<file path="src/rtl/top.sv">
// rtl/top.sv - speed/gear gauge controller: button events, speed, servo gauge, LEDs, 7-seg scan
// Divider, button edge detection, speed/gauge datapath and display scanning in one file.

module clk_div #(
    parameter int HALF_10K = 5000,
    parameter int HALF_1K  = 50000
) (
    input  logic clk_100mhz,
    input  logic rst,
    output logic clk_10khz,
    output logic clk_1khz,
    output logic o_tick_10k,
    output logic o_tick_1k
);
    localparam int W10 = (HALF_10K > 1) ? $clog2(HALF_10K) : 1;
    localparam int W1  = (HALF_1K  > 1) ? $clog2(HALF_1K)  : 1;

    logic [W10-1:0] r_cnt_10k;
    logic [W1-1:0]  r_cnt_1k;
    logic           r_clk_10k;
    logic           r_clk_1k;
    logic           w_wrap_10k;
    logic           w_wrap_1k;

    assign w_wrap_10k = (r_cnt_10k == W10'(HALF_10K - 1));
    assign w_wrap_1k  = (r_cnt_1k  == W1'(HALF_1K - 1));

    always_ff @(posedge clk_100mhz or posedge rst) begin
        if (rst) begin
            r_cnt_10k <= '0;
            r_clk_10k <= 1'b0;
        end else if (w_wrap_10k) begin
            r_cnt_10k <= '0;
            r_clk_10k <= ~r_clk_10k;
        end else begin
            r_cnt_10k <= r_cnt_10k + 1'b1;
        end
    end

    always_ff @(posedge clk_100mhz or posedge rst) begin
        if (rst) begin
            r_cnt_1k <= '0;
            r_clk_1k <= 1'b0;
        end else if (w_wrap_1k) begin
            r_cnt_1k <= '0;
            r_clk_1k <= ~r_clk_1k;
        end else begin
            r_cnt_1k <= r_cnt_1k + 1'b1;
        end
    end

    assign clk_10khz = r_clk_10k;
    assign clk_1khz  = r_clk_1k;
    // Ticks mark the cycle whose edge raises the divided clock.
    assign o_tick_10k = w_wrap_10k & ~r_clk_10k;
    assign o_tick_1k  = w_wrap_1k  & ~r_clk_1k;
endmodule

module top #(
    parameter int HALF_10K = 5000,
    parameter int HALF_1K  = 50000
) (
    input  logic       clk_100mhz,
    input  logic       rst_btn,
    input  logic       btn_accel,
    input  logic       btn_decel,
    input  logic [2:0] gear_sw,
    output logic       servo_pwm,
    output logic [3:0] fnd_sel,
    output logic [7:0] fnd_seg,
    output logic [7:0] leds
);
    logic       w_tick_10k;
    logic       w_tick_1k;
    logic       w_clk_10khz;
    logic       w_clk_1khz;

    logic [1:0] r_acc_sync;
    logic [1:0] r_dec_sync;
    logic       r_acc_prev;
    logic       r_dec_prev;
    logic       w_acc_ev;
    logic       w_dec_ev;

    logic [3:0] r_speed;
    logic [3:0] w_max;
    logic [8:0] w_scaled;
    logic [8:0] w_quot;
    logic [4:0] w_target;
    logic [7:0] r_pwm_cnt;
    logic [4:0] r_gauge;

    logic [1:0] r_scan;
    logic [3:0] w_digit;
    logic       w_blank;
    logic [2:0] w_rgb;

    clk_div #(.HALF_10K(HALF_10K), .HALF_1K(HALF_1K)) u_clk_div (
        .clk_100mhz (clk_100mhz),
        .rst        (rst_btn),
        .clk_10khz  (w_clk_10khz),
        .clk_1khz   (w_clk_1khz),
        .o_tick_10k (w_tick_10k),
        .o_tick_1k  (w_tick_1k)
    );

    always_ff @(posedge clk_100mhz or posedge rst_btn) begin
        if (rst_btn) begin
            r_acc_sync <= 2'b00;
            r_dec_sync <= 2'b00;
            r_acc_prev <= 1'b0;
            r_dec_prev <= 1'b0;
        end else begin
            r_acc_sync <= {r_acc_sync[0], btn_accel};
            r_dec_sync <= {r_dec_sync[0], btn_decel};
            if (w_tick_1k) begin
                r_acc_prev <= r_acc_sync[1];
                r_dec_prev <= r_dec_sync[1];
            end
        end
    end

    assign w_acc_ev = w_tick_1k & r_acc_sync[1] & ~r_acc_prev;
    assign w_dec_ev = w_tick_1k & r_dec_sync[1] & ~r_dec_prev;

    always_comb begin
        w_max = 4'd0;
        case (gear_sw)
            3'd1:    w_max = 4'd3;
            3'd2:    w_max = 4'd5;
            3'd3:    w_max = 4'd7;
            3'd4:    w_max = 4'd11;
            3'd5:    w_max = 4'd15;
            default: w_max = 4'd0;
        endcase
    end

    // A gear downshift clamps first; button events are ignored on that tick.
    always_ff @(posedge clk_100mhz or posedge rst_btn) begin
        if (rst_btn) begin
            r_speed <= 4'd0;
        end else if (w_tick_1k) begin
            if (r_speed > w_max)
                r_speed <= w_max;
            else if (w_acc_ev && !w_dec_ev && r_speed < w_max)
                r_speed <= r_speed + 4'd1;
            else if (w_dec_ev && !w_acc_ev && r_speed != 4'd0)
                r_speed <= r_speed - 4'd1;
        end
    end

    assign w_scaled = 9'(r_speed) * 9'd20;
    assign w_quot   = (w_max == 4'd0) ? 9'd0 : (w_scaled / 9'(w_max));
    assign w_target = 5'd5 + w_quot[4:0];

    always_ff @(posedge clk_100mhz or posedge rst_btn) begin
        if (rst_btn) begin
            r_pwm_cnt <= 8'd0;
            r_gauge   <= 5'd5;
        end else if (w_tick_10k) begin
            if (r_pwm_cnt == 8'd199) begin
                r_pwm_cnt <= 8'd0;
                if (r_gauge < w_target)
                    r_gauge <= r_gauge + 5'd1;
                else if (r_gauge > w_target)
                    r_gauge <= r_gauge - 5'd1;
            end else begin
                r_pwm_cnt <= r_pwm_cnt + 8'd1;
            end
        end
    end

    assign servo_pwm = (r_pwm_cnt < 8'(r_gauge));

    always_comb begin
        w_rgb = 3'b010;
        if (r_speed == w_max && w_max != 4'd0)
            w_rgb = 3'b100;
        else if ({r_speed, 1'b0} > {1'b0, w_max})
            w_rgb = 3'b110;
    end

    assign leds = {w_rgb, r_speed, (r_speed == 4'd0)};

    always_ff @(posedge clk_100mhz or posedge rst_btn) begin
        if (rst_btn)
            r_scan <= 2'd0;
        else if (w_tick_1k)
            r_scan <= r_scan + 2'd1;
    end

    always_comb begin
        w_digit = 4'd0;
        w_blank = 1'b0;
        fnd_sel = 4'b1110;
        case (r_scan)
            2'd0: begin
                fnd_sel = 4'b1110;
                w_digit = (r_speed >= 4'd10) ? (r_speed - 4'd10) : r_speed;
            end
            2'd1: begin
                fnd_sel = 4'b1101;
                w_digit = 4'd1;
                w_blank = (r_speed < 4'd10);
            end
            2'd2: begin
                fnd_sel = 4'b1011;
                w_blank = 1'b1;
            end
            default: begin
                fnd_sel = 4'b0111;
                w_digit = (gear_sw >= 3'd1 && gear_sw <= 3'd5) ? {1'b0, gear_sw} : 4'd0;
            end
        endcase
    end

    // Segment patterns are active low with dp (bit 7) held off.
    always_comb begin
        fnd_seg = 8'hFF;
        if (!w_blank) begin
            case (w_digit)
                4'd0:    fnd_seg = 8'hC0;
                4'd1:    fnd_seg = 8'hF9;
                4'd2:    fnd_seg = 8'hA4;
                4'd3:    fnd_seg = 8'hB0;
                4'd4:    fnd_seg = 8'h99;
                4'd5:    fnd_seg = 8'h92;
                4'd6:    fnd_seg = 8'h82;
                4'd7:    fnd_seg = 8'hF8;
                4'd8:    fnd_seg = 8'h80;
                4'd9:    fnd_seg = 8'h90;
                default: fnd_seg = 8'hFF;
            endcase
        end
    end
endmodule

</file>
<file path="config.mk">
export PLATFORM = sky130hd
export DESIGN_NAME = top
export DESIGN_NICKNAME = d
export VERILOG_FILES = /design/src/rtl/top.sv
export SDC_FILE = /design/constraint.sdc
export NUM_CORES = 1
export LEC_CHECK = 0
export BUFFER_PORTS_ARGS = -buffer_cell sky130_fd_sc_hd__clkbuf_2
export CORE_ASPECT_RATIO = 0.8
export CORE_MARGIN = 1.5
export CORE_UTILIZATION = 63
export DETAILED_ROUTE_END_ITERATION = 8
export MAX_ROUTING_LAYER = met4
export PLACE_DENSITY = 0.8
export SYNTH_ARGS = -nofsm -noshare
export SYNTH_HDL_FRONTEND = slang
export SYNTH_SLANG_ARGS = --single-unit
</file>
<file path="constraint.sdc">
create_clock -name clk_100mhz -period 15.6 [get_ports clk_100mhz]
set_input_delay 3.12 -clock clk_100mhz [delete_from_list [all_inputs] [get_ports clk_100mhz]]
set_output_delay 3.12 -clock clk_100mhz [all_outputs]
set_load 0.01 [all_outputs]
</file>
Word-level counts from Yosys, hierarchy flattened
Memory sizes are Yosys's and may differ from the RTL's.
Index checks and enable logic that the tools add are counted.
Widths: inputs -> output; s select.

storage, ports and cells
  register bits = 56
  memory bits (read-only) = 112
  bits of input ports = 7
  memories kept = 1

operators by class
  multiplexer cells = 18
  divide/modulo/power cells = 1
  reduce and logical (&&, ||, !) cells = 17
  multiply operators = 1
  equal/unequal tests = 11
  magnitude comparators = 10
  $add $sub $neg = 10
  bitwise logic cells = 10

memory list
  name              depth  bits a word  read ports  clocked after memory_dff  write ports  line  source
  (name not given)  16     7            1           0                         0            221   case (w_digit)

operator list
  operator               number
  $pmux 4 s3             2
  $pmux 4 s5             1
  $add 16x1->16 const B  1
  $eq 16x16->1 const B   1
  $mux 16                1
  $mux 4                 4
  $mux 8                 2
  $mux 5                 3
  $add 13x1->13 const B  1
  $eq 13x13->1 const B   1
  $mux 13                1
  $div 9x4->9            1
  $mux 3                 3
  $add 8x1->8 const B    1
  $eq 8x8->1 const B     1
  $logic_not 4->1        2
  $lt 8x5->1             1
  $reduce_bool 4->1      2
  $mul 4x3->7 const B    1
  $and 1x1->1            6
  $eq 3x2->1 const B     2
  $eq 3x3->1 const B     2
  $logic_and 1x1->1      6
  $add 3x5->5 const A    1
  other kinds (27)       31

Logic depth before layout (Yosys ltp)
  depth after elaboration = 10
  mapped depth = 77
  depth with buffers taken out = 76

By module
A second synthesis with hierarchy kept.

second synthesis, totals
  cell total of the unflattened synthesis = 600
  area total of the unflattened synthesis = 5271.3 µm²

by module, submodules not included
  module   sequential area each (µm²)  area each (µm²)  cells an instance  times used
  top      628.1                       3860.0           472                1
  clk_div  775.7                       1411.4           128                1

Worst setup path after synthesis
OpenSTA, ideal clock, no wires.

  kind = input to register
  from = input gear_sw[1]
  to = register r_gauge[4]
  arrival = 16.891 ns
  slack = -1.414 ns
  cell stages on the path = 75
  required time = 15.477 ns
  cells stage by stage = buf_6 and2_1 nor2_1 clkinv_1 ha_1 or4b_1 o211a_1 nor2_1 ha_1 or3_1 nand4b_1 o31a_1 inv_1 ha_1 and4bb_1 a41oi_2 a21oi_1 mux2i_1 [39 not listed] a21oi_1 o21a_1 nand2_1 o21a_1 ha_1 inv_1 ha_1 nor2b_1 o21a_1 o21a_1 o21ai_0 nand2b_1 fa_1 a21o_1 a21oi_1 xnor2_1 nand2_1 xnor2_1

on the way
  cells in the longest elaborated chain, start to end = 8

RTL lines
  what                                            line      source
  start: declaration                              67        input logic [2:0] gear_sw,
  $eq 3x3->1, or another cell as far along        128       case (gear_sw)
  $pmux 4 s5 *                                    128
  $div 9x4->9 or $logic_not 4->1 (tied branches)  153       assign w_quot = (w_max == 4'd0) ? 9'd0 : (w_scaled / 9'(w_max));
  $mux 5 *                                        153
  $add 3x5->5 *                                   154       assign w_target = 5'd5 + w_quot[4:0];
  $lt 5x5->1 or $gt 5x5->1 (tied branches)        163, 165
  $reduce_bool 2->1 (no source line)              --
  $reduce_and 3->1 (no source line)               --
  end signal: assignment                          164       r_gauge <= r_gauge + 5'd1;
  end signal: assignment                          166       r_gauge <= r_gauge - 5'd1;
  end: declaration                                91        logic [4:0] r_gauge;

Every way passes the cells marked *; elsewhere a longest branch is shown, timed or not.
A chain may end at the register's enable or synchronous reset.

Worst setup path after layout
  from = input gear_sw[0]
  to = register r_gauge[4]

The elaborated chain is that of the path after synthesis.

==> flow_summary.ini <==
[setup_path]
crit_fanout = 6
critPathMaxStageDelay_ns = 0.46
cp-end-kind = flop
critPathBufInv = 7
r2r_slack_ns = 0.40
required_ns = 15.81
criticalPathCategory = in -> reg
crit_path_start_kind = input pin
cp_slowest_cell = or4b_4
crit_arrival_ns = 17.08
cp_top_family = compound AO/OA/AOI/OAI gates

[logic_synthesis]
synth-seq-area-share = 0.279
synth_cells = 577
synth_top_area_share = 0.269
synth_nets = 657
syn_avg_cell_area_um2 = 8.71
synth_edf_count = 0
yosys-top-cells-area = dfrtp_1 27%, ha_1 17%, xnor2_1 5.2%, nor2_1 4.3%, o21ai_0 4.0%
synthTopCellsByCount = 70 x ha_1, 57 x nor2_1, 54 x dfrtp_1, 44 x nand2_1, 40 x o21ai_0
yosys.area.top_type = dfrtp_1
synth-seq-cells = 56
syn_area_um2 = 5020
synthArstFlopShare = 1.00
synth_most_common_cell = ha_1
synthDistinctLibCells = 59
yosysWarnings = 0
synth_flop_cell = dfrtp_1

[timing]
setup_viol = 5
max_slew_margin = 0.314
rsz0062_at_grt = true
fin_crit_ns = 16.87
fin_hold_ws_ns = 0.358
finalClockSkew_ns = 0.00932
fin_ws_ns = -1.27
fmax_ghz = 0.0593
fin_crit_sh = 1.08
tightest_slew_ns = 1.01
hold_viol_final = 0
maxSlewViolCount = 0

[clock_network]
clock_latency_ns = 0.32
clkSinkCount = 56
h-tree-depth = 2
cts_tree = built
cts_made_buffers = 5
clkTransAtPathRegs_ns = 0.10
root_buffer = clkbuf_8
cts_buffer_depth = 2

[floorplanning]
die_h_um = 82.9
io_pins = 28
start_util = 0.664
dieArea_um2 = 8520
rows = 28
core_area_um2 = 7570
dieWidth_um = 103

[pwr]
peakVddDrop_v = 0.000136
p_clk_frac = 0.077
intPower_uw = 708
p_leak_uw = 0.00310
switching_share = 0.439
p_comb_frac = 0.799
p_per_area_nw_per_um2 = 193
seqPwrFrac = 0.124
p_sw_uw = 553

[run_status]
status = finished, violations left
violations = negative setup slack

[placement]
post-dp-hpwl_um = 8880
gp_congestion = 0.933
place_ws_ns = -0.889
port_buffers = 25
dp.cells = 769

[global_route]
antenna_found_initial = 0
overflow = 0
grt_pass1_wl_um = 22300
grt_pass1_vias = 4868
grt_max_degree = 43
track_usage = 0.332

[worst_hold_path]
hp-class = reg -> reg

[drt]
detail-route-antenna-nets = 0
route.detailed.drc = 0
drt_iter0_drc = 412
dr.pass1.iters = 7
vias = 5167
wl_per_cell_um = 19.2
routed_wl_um = 15700
viasPerCell = 6.33

[layout]
seqCellArea_um2 = 1400
fin_nets = 790
multi_input_area_um2 = 3760
stdcell_count = 816
antenna_cells = 0
drive_gt1_frac = 0.308
syn_to_final_growth_pct = 30.0
nFillCells = 390

[job]
drv_cap = 0
[per-layer routing]
layer  vias to the layer above  track usage  routed length, µm
met5                         -            -                  0
met4                         0        0.117                850
met3                       102       0.0732               1210
met2                       313        0.542               7350
met1                      2439        0.404               6250
li1                       2313            -                  -
[kinds of logic after synthesis]
family,synth area share
xor gates and xnor gates,0.0837
AOI/OAI and AO/OA,0.173
DFF,0.279
muxes,0.0386
other,0.00149
adders and majority gates,0.186
buffers and inverters,0.0391
and+or+nand+nor,0.198
[worst paths after layout]
path                                     from               endpoint  cells past startpoint
worst max-delay path               gear_sw[0]             r_gauge[4]                     74
worst min-delay path            r_dec_sync[0]          r_dec_sync[1]                      0
worst max register to register     r_speed[1]             r_gauge[4]                     74
worst min register to register  r_dec_sync[0]          r_dec_sync[1]                      0
max in group asynchronous             rst_btn  u_clk_div.r_cnt_1k[6]                      3
min in group asynchronous             rst_btn    u_clk_div.clk_10khz                      2
[power by group through the flow]
stage	sequential (µW)	combinational [µW]	clock, µW
6_report	157	1010	96.9
5_1_grt	158	1060	103
4_1_cts	157	837	98.5
3_5_place_dp	159	741	0
3_3_place_gp	159	712	0
2_1_floorplan	157	471	0
[layout make-up]
cell class              count  area share
clock buffers               6      0.0111
clock inverters             2     0.00594
flip-flops and latches     56       0.215
repair buffers            137       0.151
inverters                  35      0.0209
well taps                 105      0.0201
multi-input cells         475       0.576
[worst register-to-register path: cells and delay by family (launching register included)]
family / cells / cell delay, ns
simple gates: 18 / 3.24
compound gates: 32 / 5.73
flops: 1 / 0.62
xor+xnor: 2 / 0.27
fa+ha+maj: 14 / 3.74
buf+inv: 5 / 0.65
mux: 3 / 0.83
[registers in the layout, indices dropped and copies added, names as in the netlist]
signal,count
r_acc_sync,2
u_clk_div.clk_1khz,1
u_clk_div.r_cnt_1k,16
r_scan,2
u_clk_div.r_cnt_10k,13
r_speed,4
r_dec_prev,1
r_pwm_cnt,8
r_gauge,5
u_clk_div.clk_10khz,1
r_acc_prev,1
r_dec_sync,2
[metrics by stage]
stage	total power, µW	setup TNS (ns)	util	area, µm²
finish	1260	-5.05	0.863	6530
global route	1320	-7.09	0.863	6530
CTS	1090	-0.335	0.837	6340
detailed placement	900	-3.11	0.780	5900
global placement	871	-0.679	0.780	5900
floorplan	628	-0.547	-	5170
[timing repair]
item                                    4_1_cts  5_1_grt
resized for setup                            16       29
pin swaps                                    32       22
hold buffers                                  0        0
endpoints found under the setup margin        5        5
setup buffers                                30       10
[cells in the final DEF (no fill, tap or decap), drive strengths merged, types with 17 or more instances in the layout]
cell | synthesis | layout
a21oi | 29 | 29
xor2 | 18 | 18
dfrtp | 54 | 54
o21a | 21 | 21
nor3 | 17 | 17
ha | 70 | 70
clkbuf | 6 | 30
nand2 | 44 | 44
buf | 5 | 113
nand3 | 18 | 18
o21ai | 42 | 42
nor2 | 57 | 57
inv | 34 | 35
xnor2 | 30 | 30
(Power assumes the default switching activity.)
